<file path="config.mk">
export PLATFORM = sky130hd
export DESIGN_NAME = instruction_encoder
export DESIGN_NICKNAME = d
export VERILOG_FILES = /design/src/rtl/instruction_encoder.sv
export SDC_FILE = /design/constraint.sdc
export NUM_CORES = 1
export LEC_CHECK = 0
export ABC_AREA = 1
export BUFFER_PORTS_ARGS = -buffer_cell sky130_fd_sc_hd__buf_4
export CAP_MARGIN = 20
export CORE_AREA = 2 2 125 97
export CTS_CLUSTER_DIAMETER = 40
export DETAILED_ROUTE_END_ITERATION = 7
export DIE_AREA = 0 0 127 99
export HOLD_SLACK_MARGIN = 0.15
export PLACE_DENSITY_LB_ADDON = 0.2
export SYNTH_ARGS = -nofsm -noshare
export SYNTH_HDL_FRONTEND = slang
export SYNTH_SLANG_ARGS = --single-unit
</file>
<file path="constraint.sdc">
create_clock -name clk_pi -period 2.15 [get_ports clk_pi]
set_input_delay 0.215 -clock clk_pi [delete_from_list [all_inputs] [get_ports clk_pi]]
set_output_delay 0.215 -clock clk_pi [all_outputs]
set_load 0.05 [all_outputs]
</file>
<file path="src/rtl/instruction_encoder.sv">
// Packs decoded instruction fields into 16-bit ISA words and streams them, with
// their write addresses, through a small FIFO toward instruction memory.
module instruction_encoder #(
  parameter int                DEPTH     = 4,
  parameter int                ADDR_W    = 8,
  parameter logic [ADDR_W-1:0] BASE_ADDR = '0
) (
  input  logic              clk_pi,
  input  logic              reset_n_pi,
  input  logic              op_valid_pi,
  output logic              op_ready_po,
  input  logic [3:0]        opcode_pi,
  input  logic [2:0]        alu_func_pi,
  input  logic [2:0]        dest_reg_pi,
  input  logic [2:0]        src_reg1_pi,
  input  logic [2:0]        src_reg2_pi,
  input  logic [11:0]       imm_pi,
  input  logic              movi_high_pi,
  input  logic [1:0]        ctrl_cmd_pi,
  input  logic              addr_load_pi,
  input  logic [ADDR_W-1:0] addr_pi,
  output logic              instr_valid_po,
  input  logic              instr_ready_pi,
  output logic [15:0]       instr_po,
  output logic [ADDR_W-1:0] instr_addr_po,
  output logic              err_po,
  output logic [1:0]        err_code_po,
  output logic              sealed_po
);

  localparam int PTR_W = $clog2(DEPTH);
  localparam logic [PTR_W:0]    FULL_CNT = (PTR_W + 1)'(DEPTH);
  localparam logic [PTR_W:0]    CNT_ONE  = (PTR_W + 1)'(1);
  localparam logic [PTR_W-1:0]  PTR_ONE  = PTR_W'(1);
  localparam logic [ADDR_W-1:0] ADDR_ONE = ADDR_W'(1);

  typedef enum logic {ST_RUN, ST_SEALED} state_e;

  state_e            state_q, state_d;
  logic [15:0]       mem_q [DEPTH];
  logic [PTR_W-1:0]  wr_ptr_q, wr_ptr_d, rd_ptr_q, rd_ptr_d;
  logic [PTR_W:0]    count_q, count_d;
  logic [ADDR_W-1:0] addr_q, addr_d;
  logic              err_q, err_d;
  logic [1:0]        err_code_q, err_code_d;

  logic [15:0] word_d;
  logic        illegal_op, range_err, imm6_ok, is_halt;
  logic        accept, reject, push, pop, load_ok;

  assign imm6_ok = (imm_pi[11:5] == 7'h00) || (imm_pi[11:5] == 7'h7F);
  assign is_halt = (opcode_pi == 4'hF) && (ctrl_cmd_pi == 2'd3);

  always_comb begin
    word_d     = 16'h0000;
    illegal_op = 1'b0;
    range_err  = 1'b0;
    case (opcode_pi)
      4'h0: word_d = 16'h0000;
      4'h1, 4'h2: word_d = {opcode_pi, dest_reg_pi, src_reg1_pi, src_reg2_pi, alu_func_pi};
      4'h3: begin
        word_d    = {opcode_pi, dest_reg_pi, movi_high_pi, imm_pi[7:0]};
        range_err = (imm_pi[11:8] != 4'h0);
      end
      4'h4, 4'h5, 4'h6, 4'h7: begin
        word_d    = {opcode_pi, dest_reg_pi, src_reg1_pi, imm_pi[5:0]};
        range_err = !imm6_ok;
      end
      4'h8, 4'h9, 4'hA: begin
        word_d    = {opcode_pi, src_reg1_pi, src_reg2_pi, imm_pi[5:0]};
        range_err = !imm6_ok;
      end
      4'hB, 4'hC: word_d = {opcode_pi, imm_pi};
      4'hF: begin
        case (ctrl_cmd_pi)
          2'd0:    word_d = 16'hF001;
          2'd1:    word_d = 16'hF002;
          2'd2:    word_d = 16'hFAAA;
          default: word_d = 16'hFFFF;
        endcase
      end
      default: illegal_op = 1'b1;
    endcase
  end

  // Handshakes, FIFO bookkeeping and the RUN/SEALED next-state logic.
  always_comb begin
    op_ready_po = (state_q == ST_SEALED) ? 1'b1 : (count_q != FULL_CNT);
    accept      = op_valid_pi && op_ready_po;
    reject      = accept && ((state_q == ST_SEALED) || illegal_op || range_err);
    push        = accept && !reject;
    pop         = instr_valid_po && instr_ready_pi;
    load_ok     = addr_load_pi && (count_q == '0);

    state_d    = state_q;
    wr_ptr_d   = wr_ptr_q;
    rd_ptr_d   = rd_ptr_q;
    count_d    = count_q;
    addr_d     = addr_q;
    err_d      = reject;
    err_code_d = err_code_q;

    if (reject) begin
      if (state_q == ST_SEALED) err_code_d = 2'd3;
      else if (illegal_op)      err_code_d = 2'd1;
      else                      err_code_d = 2'd2;
    end

    if (push) wr_ptr_d = wr_ptr_q + PTR_ONE;
    if (pop)  rd_ptr_d = rd_ptr_q + PTR_ONE;
    if (push && !pop)      count_d = count_q + CNT_ONE;
    else if (pop && !push) count_d = count_q - CNT_ONE;

    if (load_ok)  addr_d = addr_pi;
    else if (pop) addr_d = addr_q + ADDR_ONE;

    case (state_q)
      ST_RUN:    if (push && is_halt) state_d = ST_SEALED;
      ST_SEALED: if (load_ok)         state_d = ST_RUN;
      default:   state_d = ST_RUN;
    endcase
  end

  always_ff @(posedge clk_pi) begin
    if (!reset_n_pi) begin
      state_q    <= ST_RUN;
      wr_ptr_q   <= '0;
      rd_ptr_q   <= '0;
      count_q    <= '0;
      addr_q     <= BASE_ADDR;
      err_q      <= 1'b0;
      err_code_q <= 2'd0;
    end else begin
      state_q    <= state_d;
      wr_ptr_q   <= wr_ptr_d;
      rd_ptr_q   <= rd_ptr_d;
      count_q    <= count_d;
      addr_q     <= addr_d;
      err_q      <= err_d;
      err_code_q <= err_code_d;
    end
  end

  // Storage needs no reset: the count gates everything read out of it.
  always_ff @(posedge clk_pi) begin
    if (push) mem_q[wr_ptr_q] <= word_d;
  end

  assign instr_valid_po = (count_q != '0);
  assign instr_po       = instr_valid_po ? mem_q[rd_ptr_q] : 16'h0000;
  assign instr_addr_po  = addr_q;
  assign err_po         = err_q;
  assign err_code_po    = err_code_q;
  assign sealed_po      = (state_q == ST_SEALED);

endmodule

</file>
==> metrics list, run 1 <==
* Setup WS pre-CTS: -94.7 ps
* Boundary Pins: 74
- Dividing the detail-routed wire length by the instance count gives 14.4 um.
- Number of antenna violations at the first check in global routing: 0
- Total of max-cap violations: 0
* Worst Hold Class: input pin to flop
* Clock H-tree levels: 3
* Worst Path Class, Setup: flop to flop
* Result of the run: complete, no violations
* Number of different library cells in the post-synthesis netlist: 33
- The tree built by TritonCTS fans out to 85 sinks.
- Routability-driven placement finished with a final weighted congestion of 0.861.
- Area after DPL: 5050 sq um
* Hold Violations, Final: 0
- RSZ-0062 raised after global routing: false
- Core box area: 11300 sq um
- Tot GR Track Use: 16.9%
- Finish-stage setup viols: 0
- CTS buffer count: 9
- Setup crit end kind: flop
- Pwr per Cell Area: 1210 nW/um^2
- Post-synthesis net count: 513
- Counting the fill cells in the layout gives 1076.
- The die is 99 um tall.
- Total vias in the final route: 3298
- Buffers and inverters on the worst path: 3
- Leakage power: 2.28 nW
- Area of the die: 12600 sq um
- The cell count after synthesis came out at 458.
- Headroom to the max-slew limit came out at 60.8%.
- Initial Utilization: 37.1%
* Final nets: 604
- Summed area of non-filler cells in the final layout: 5370 sq um
- Critical path data arrival time: 2160 ps
* Number of synthesized register bits: 85
- At the pin with the least slew margin, the transition time is 587 ps.
- Site Rows: 34
- The cell family contributing the most delay on the critical path is adder cells.
- STA puts the critical path data required time at 2370 ps.
- The number of global-route vias before repair was 3231.
- Antenna diode instance count: 0
- Largest net degree at the start of global routing: 33
- No sink is reached through more buffers than the 2 on the longest clock path.
* Final period utilization: 90.1%
* Maximum achievable frequency: 516 MHz
- Between clock sinks in the finished design, the worst skew comes to 7.97 ps.
* Launching element of the worst setup path: sealed_po
- VDD IR-drop max: 0.834 mV
- Clock transition at the registers of the reported paths: 60 ps
* Global route overflow: 0
- Proportion of synthesized chip area in sequential cells: 55.7%
- Root buffer cell: sky130_fd_sc_hd__clkbuf_16
* Number of pins exceeding their max-slew limit in the final report: 0
- Count of synthesis-stage warnings from yosys: 0
- Sum of net half-perimeters after detailed placement: 7180 um
* CP startpoint kind: flop
- Among all stages on the critical path, the largest delay is contributed by sky130_fd_sc_hd__fa_1.
* Share of layout cells above drive strength 1: 25.6%
- Netlist area before placement: 4200 sq um
* Number of design-rule violations left by the first detailed-router iteration: 212
* Origin of the worst min-delay path: addr_pi[1]
- Series of cell instances along the critical path: inv_2 > nand3_4 > and2_4 > nand3_4 > inv_1 > ha_1 > inv_1 > fa_1 > a21oi_1 > o21ai_0 > o21ai_1 > a21oi_1
* Final worst setup slack: 214 ps
- Average vias per placed instance: 4.72
- Die W: 127 um
* Remaining routing DRC violations: 0
- For the finished layout, the period the worst path requires is 1940 ps.
* CP max FO: 3
* Global-route wire length before repair: 16500 um
- Reg-to-Reg Start: sealed_po
- In this design, the stage delay of the slowest critical-path cell is 380 ps.
* Number of iterations in the first detailed-routing pass: 4
- Area delta synth->final: 27.7%
- Clock latency reported for the late side of the worst-skew pair: 330 ps
* PortBufs: 73
- DRT Wirelength: 10000 um
* Mean instance size in the synthesized netlist: 9.18 sq um
- The detail route stage leaves a number of antenna-violating nets equal to 0.
- Clock tree from TritonCTS: built
* Number of hold-repair buffers added at the cts stage: 0
==> through the flow <==
stage                     TNS [ps]  power, mW  cells  utilization, %  hold WS (ps)
final                            0       6.52    698            47.4           175
after detailed placement     -94.7       4.99    682            44.7           441
after floorplan              -2220       4.09    458               -           353
after global placement           0       4.95    682            44.7           441
after CTS                        0       6.58    698            47.4           170
after global routing             0       6.89    698            47.4           192
==> worst reg2reg max path: stages, from the launching register on <==
cell and delay, ps:
sky130_fd_sc_hd__dfxtp_4 370, sky130_fd_sc_hd__inv_2 70, sky130_fd_sc_hd__nand3_4 80, sky130_fd_sc_hd__and2_4 160
sky130_fd_sc_hd__nand3_4 70, sky130_fd_sc_hd__inv_1 60, sky130_fd_sc_hd__ha_1 130, sky130_fd_sc_hd__inv_1 60
sky130_fd_sc_hd__fa_1 380, sky130_fd_sc_hd__a21oi_1 140, sky130_fd_sc_hd__o21ai_0 110, sky130_fd_sc_hd__o21ai_1 130
sky130_fd_sc_hd__a21oi_1 50
==> path summary, 6_finish.rpt <==
| kind | endpoint | slack [ps] | depth (start not counted) |
|---|---|---|---|
| max | count_q[2] | 210 | 12 |
| min | instr_addr_po[1] | 170 | 3 |
| max reg2reg | count_q[2] | 210 | 12 |
| min reg2reg | err_code_po[1] | 460 | 2 |
==> logic make-up after synthesis <==
kind of cell    Yosys count  synth area share, %
simple gates            201                 22.1
xor+xnor                  1                0.208
buf+inv                  66                 6.49
flops                    85                 55.7
fa+ha+maj                11                 3.45
compound gates           94                 12.0
==> power by group <==
group | leakage, nW | total (mW) | switching (mW) | internal (mW)
clock network | 0.152 | 1.58 | 0.659 | 0.918
logic | 1.36 | 2.85 | 2.00 | 0.852
registers | 0.761 | 2.10 | 0.128 | 1.97
total | 2.28 | 6.52 | 2.79 | 3.74
==> cells in the mapped netlist (all sizes together) <==
cell type,instances,area share [%]
o2111ai,3,0.63
or2,1,0.15
nor3,1,0.12
a21oi,35,4.2
a31oi,1,0.15
edfxtp,64,46
nand4,8,1.5
inv,50,4.5
and2,2,0.30
o21ai,46,5.5
ha,10,3.0
o211ai,8,1.4
buf,7,1.1
fa,1,0.48
clkinv,1,0.21
nand3,11,1.9
nand2,86,8.8
clkbuf,8,0.71
nor2,91,9.2
xnor2,1,0.21
o22ai,1,0.15
dfxtp,21,10
nand3b,1,0.18
==> final cells by class <==
cell class	count	area (sq um)	share of cell area, %
clock buffers	9	225	4.19
flip-flops and latches	85	2350	43.7
multi-input cells	307	1610	29.9
repair buffers	95	729	13.6
clock inverters	7	81.3	1.51
inverters	51	196	3.66
well taps	144	180	3.36
==> placed cells by master, fill, tap and decap left out, drive strengths merged, types with 2 or more instances in the layout <==
master	n
o211ai	8
and2	2
nand2	86
clkinv	4
ha	10
o2111ai	3
clkbuf	9
nand4	8
o21ai	46
buf	95
nor2	91
inv	53
edfxtp	64
dfxtp	21
nand3	11
a21oi	35
==> metal layers <==
metal,vias up,wire length (um),share of wire (%),GRT usage [%]
met4,0,86,0.86,4.06
met2,87,4350,43,25.2
li1,1712,-,-,-
met1,1493,4880,49,25.2
met3,6,724,7.2,3.69
met5,-,0,0,0
==> flip-flops by register name (all words and copies together) (netlist names), named ones only <==
register,cells
wr_ptr_q,2
count_q,3
instr_addr_po,8
err_po,1
err_code_po,2
mem_q,64
rd_ptr_q,2
sealed_po,1
==> what timing repair did <==
item,in CTS,in global routing
resized for setup,0,5
endpoints found under the setup margin,0,2
setup buffers,0,0
No activity file was read; power rests on OpenSTA's default activity.
==> run 2: changes to the inputs <==
- GPL_TIMING_DRIVEN: default -> 0
==> run 2 against run 1 <==
  * Clock power shrank 4%
  * Critical path type unchanged
  * First-iteration DRC count grew 6.6%
  * Sequential share of layout area shrank 0.57 points
  * Combinational power grew 5%
  * Final area grew 1.5%
  * Sequential power is essentially flat
  * Clock-buffer cell count is the same
  * Final cell count grew 0.29%
  * Critical path depth grew 1
  * Hold slack lost 13 ps
  * Die area is the same
  * Register-to-register slack lost 96 ps
==> metrics list, run 2 (synthesized netlist as in run 1, its figures left out) <==
- The run finished with clean final reports.
- The clock-pin slew on the worst setup and hold paths was 70 ps (about the same).
* Average vias per placed instance: 4.78 (+1.1%)
* GP Congestion: 0.857 (-0.53%)
* PortBufs: 73 (unchanged)
- The worst register-to-register path begins at sealed_po.
- DRT Wirelength: 10500 um (+5.0%)
- Worst Hold Class: input pin to flop
- Share of layout cells above drive strength 1: 27.5% (+1.9 points)
- Largest net degree at the start of global routing: 19 (-42%)
- Clock latency reported for the late side of the worst-skew pair: 330 ps (about the same)
- Worst setup path endpoint: count_q[2]
- Number of hold-repair buffers added at the cts stage: 0 (unchanged)
- The overflow left after global routing was 0 (unchanged).
- Remaining routing DRC violations: 0 (unchanged)
- The maximum root-to-sink buffer count is 2 (unchanged).
- Clock tree from TritonCTS: built
- The number of endpoints with negative hold slack in the final report came to 0 (unchanged).
- Series of cell instances along the critical path: inv_4 > nand3_4 > and2_4 > buf_6 > nand3_4 > inv_2 > ha_1 > inv_2 > fa_2 > a21oi_2 > o21ai_2 > o21ai_1 > a21oi_1
- The worst hold path begins at addr_pi[1].
- Leakage power: 2.29 nW (+0.44%)
- The standard cell area after detailed placement was 4990 sq um (-1.3%).
- The total inserted antenna cells was 0 (unchanged).
- Core box area: 11300 sq um (unchanged)
* Area delta synth->final: 29.7%
* Reg with most FFs: mem_q
- The layout net count is 606 (+0.33%).
- The cell sitting at the root of the clock tree is a sky130_fd_sc_hd__clkbuf_16.
* CP startpoint kind: flop
- Finish-stage setup viols: 0 (unchanged)
- The flip-flop count of the largest register after layout was 64 (unchanged).
* Global-route wire length before repair: 16700 um (+1.1%)
- Crit path max-delay family: adder cells
* Number of clock sinks: 85 (unchanged)
* Tot GR Track Use: 17.3% (+0.33 points)
- The highest net fanout along the worst path was 5 (+2).
* Critical-path top delay cell: sky130_fd_sc_hd__fa_2
- Buffers and inverters on the worst path: 4 (+1)
- Worst path depth: 13 (+1)
- Vias in the first global route: 3245 (+0.43%)
- The starting utilization of the core area came to 37.1% (unchanged).
- The critical path in this run is classified as flop to flop.
- Antenna viol nets, final: 0 (unchanged)
- Number of antenna violations at the first check in global routing: 0 (unchanged)
* Commonest non-fill, non-tap cell in the layout: sky130_fd_sc_hd__buf_4
- The worst register-to-register path ends at count_q[2].
- Area of the die: 12600 sq um (unchanged)
- Die W: 127 um (unchanged)
- Summed area of non-filler cells in the final layout: 5450 sq um (+1.5%)
- The highest clock frequency the design can meet came to 492 MHz (-4.7%).
- Actual slew at the worst max-slew pin: 552 ps (-35.4 ps)
* Pwr per Cell Area: 1210 nW/um^2 (about the same)
- The sum of negative setup slack is 0 ps (unchanged).
- The final count of pins violating max slew came to 0 (unchanged).
- FF-to-FF setup slack: 120 ps (-100 ps)
* Commonest non-fill, non-tap cells in the layout: 81 x sky130_fd_sc_hd__buf_4, 80 x sky130_fd_sc_hd__nor2_1, 75 x sky130_fd_sc_hd__nand2_1, 64 x sky130_fd_sc_hd__edfxtp_1, 44 x sky130_fd_sc_hd__o21ai_0
- Setup repair after global routing could not meet its margin everywhere.
- Number of design-rule violations left by the first detailed-router iteration: 226 (+6.6%)
* VDD IR-drop max: 0.578 mV (-31%)
* Total vias in the final route: 3344 (+1.4%)
* Worst clock skew: 7.88 ps (-0.0847 ps)
- Setup crit end kind: flop
- Clock H-tree levels: 3 (unchanged)
* DIE HEIGHT: 99 um (unchanged)
- Number of non-filler instances in the completed layout: 700 (+0.29%)
* Boundary Pins: 74 (unchanged)
* Site Rows: 34 (unchanged)
* Max_slew headroom: 63.2% (+2.4 points)
- WL per Instance: 15.1 um (+4.7%)
- CTS buffer count: 9 (unchanged)
- The biggest cell delay along the critical path came to 400 ps (+20 ps).
- Dpl cells: 677 (-0.73%)
- The arrival time of the worst setup path is 2260 ps (+100 ps).
- Required arrival time at the worst endpoint: 2380 ps (about the same)
- Sum of net half-perimeters after detailed placement: 7640 um (+6.4%)
- Total of max-cap violations: 0 (unchanged)
- Launching element of the worst setup path: sealed_po
- Length in cells of the worst reg-to-reg path: 13 (+1)
- The shortest clock period the worst path allows after layout is 2030 ps (+95.8 ps).
- Number of iterations in the first detailed-routing pass: 4 (unchanged)
- Final period utilization: 94.5% (+4.5 points)
[run 2: changes by cell type in the layout (fill, tap and decap cells not counted), moves of 3 or more]
| cell | delta |
|---|---|
| sky130_fd_sc_hd__inv_1 | -3 |
| sky130_fd_sc_hd__nor2_4 | +3 |
| sky130_fd_sc_hd__clkbuf_2 | +3 |
| sky130_fd_sc_hd__buf_6 | +5 |
| sky130_fd_sc_hd__buf_4 | -12 |
| sky130_fd_sc_hd__nor2_1 | -4 |
[run 2: tightest hold or removal path, cell delays in order]
cell and delay [ps]:
sky130_fd_sc_hd__buf_4 110, sky130_fd_sc_hd__nand2_1 60, sky130_fd_sc_hd__a31oi_1 70
[run 2: cell type report]
class | count | area [sq um]
Inverter | 51 | 203
Timing Repair Buffer | 83 | 661
Clock buffer | 9 | 225
Buffer | 14 | 110
Sequential cell | 85 | 2350
Multi-Input combinational cell | 307 | 1650
Tap cell | 144 | 180
Clock inverter | 7 | 72.6
Fill cell | 1083 | 5860
[run 2: worst min path at each step]
stage,to,slack (ps),depth (start not counted)
2_1_floorplan,instr_addr_po[1],350,2
3_3_place_gp,rd_ptr_q[1],450,2
3_5_place_dp,err_code_po[1],450,2
4_1_cts,instr_addr_po[1],160,3
5_1_grt,instr_addr_po[1],170,3
6_report,instr_addr_po[1],160,3
[run 2: timing repair]
item                                   CTS  global route
endpoints found under the hold margin    0             0
setup buffers                            0             7
pin swaps                                0             4
cloned                                   0             1
gates resized for setup                 11            27
setup endpoints to repair               16            49
[run 2: power breakdown]
group | switching (mW) | leakage (nW) | internal, mW
Sequential | 0.139 | 0.761 | 1.97
Clock | 0.686 | 0.144 | 0.821
Combinational | 2.08 | 1.38 | 0.913
Total | 2.91 | 2.29 | 3.71
[run 2: metrics by stage]
step / power (mW) / hold slack (ps) / worst slack, ps / utilization [%]
6_report: 6.62 / 162 / 118 / 48.2
5_1_grt: 6.96 / 171 / -24.7 / 48.2
4_1_cts: 6.53 / 159 / 2.71 / 46.8
3_5_place_dp: 4.99 / 450 / -275 / 44.1
3_3_place_gp: 4.95 / 446 / -583 / 43.8
2_1_floorplan: 4.09 / 353 / -70.4 / -
[run 2: per-layer routing]
metal	wire length, um	GRT usage (%)	vias to the layer above	part of all wire (%)
li1	-	-	1729	-
met1	4870	25.3	1499	46
met2	4700	25.8	108	45
met3	887	3.91	8	8.4
met4	93	4.56	0	0.88
met5	0	0	-	0
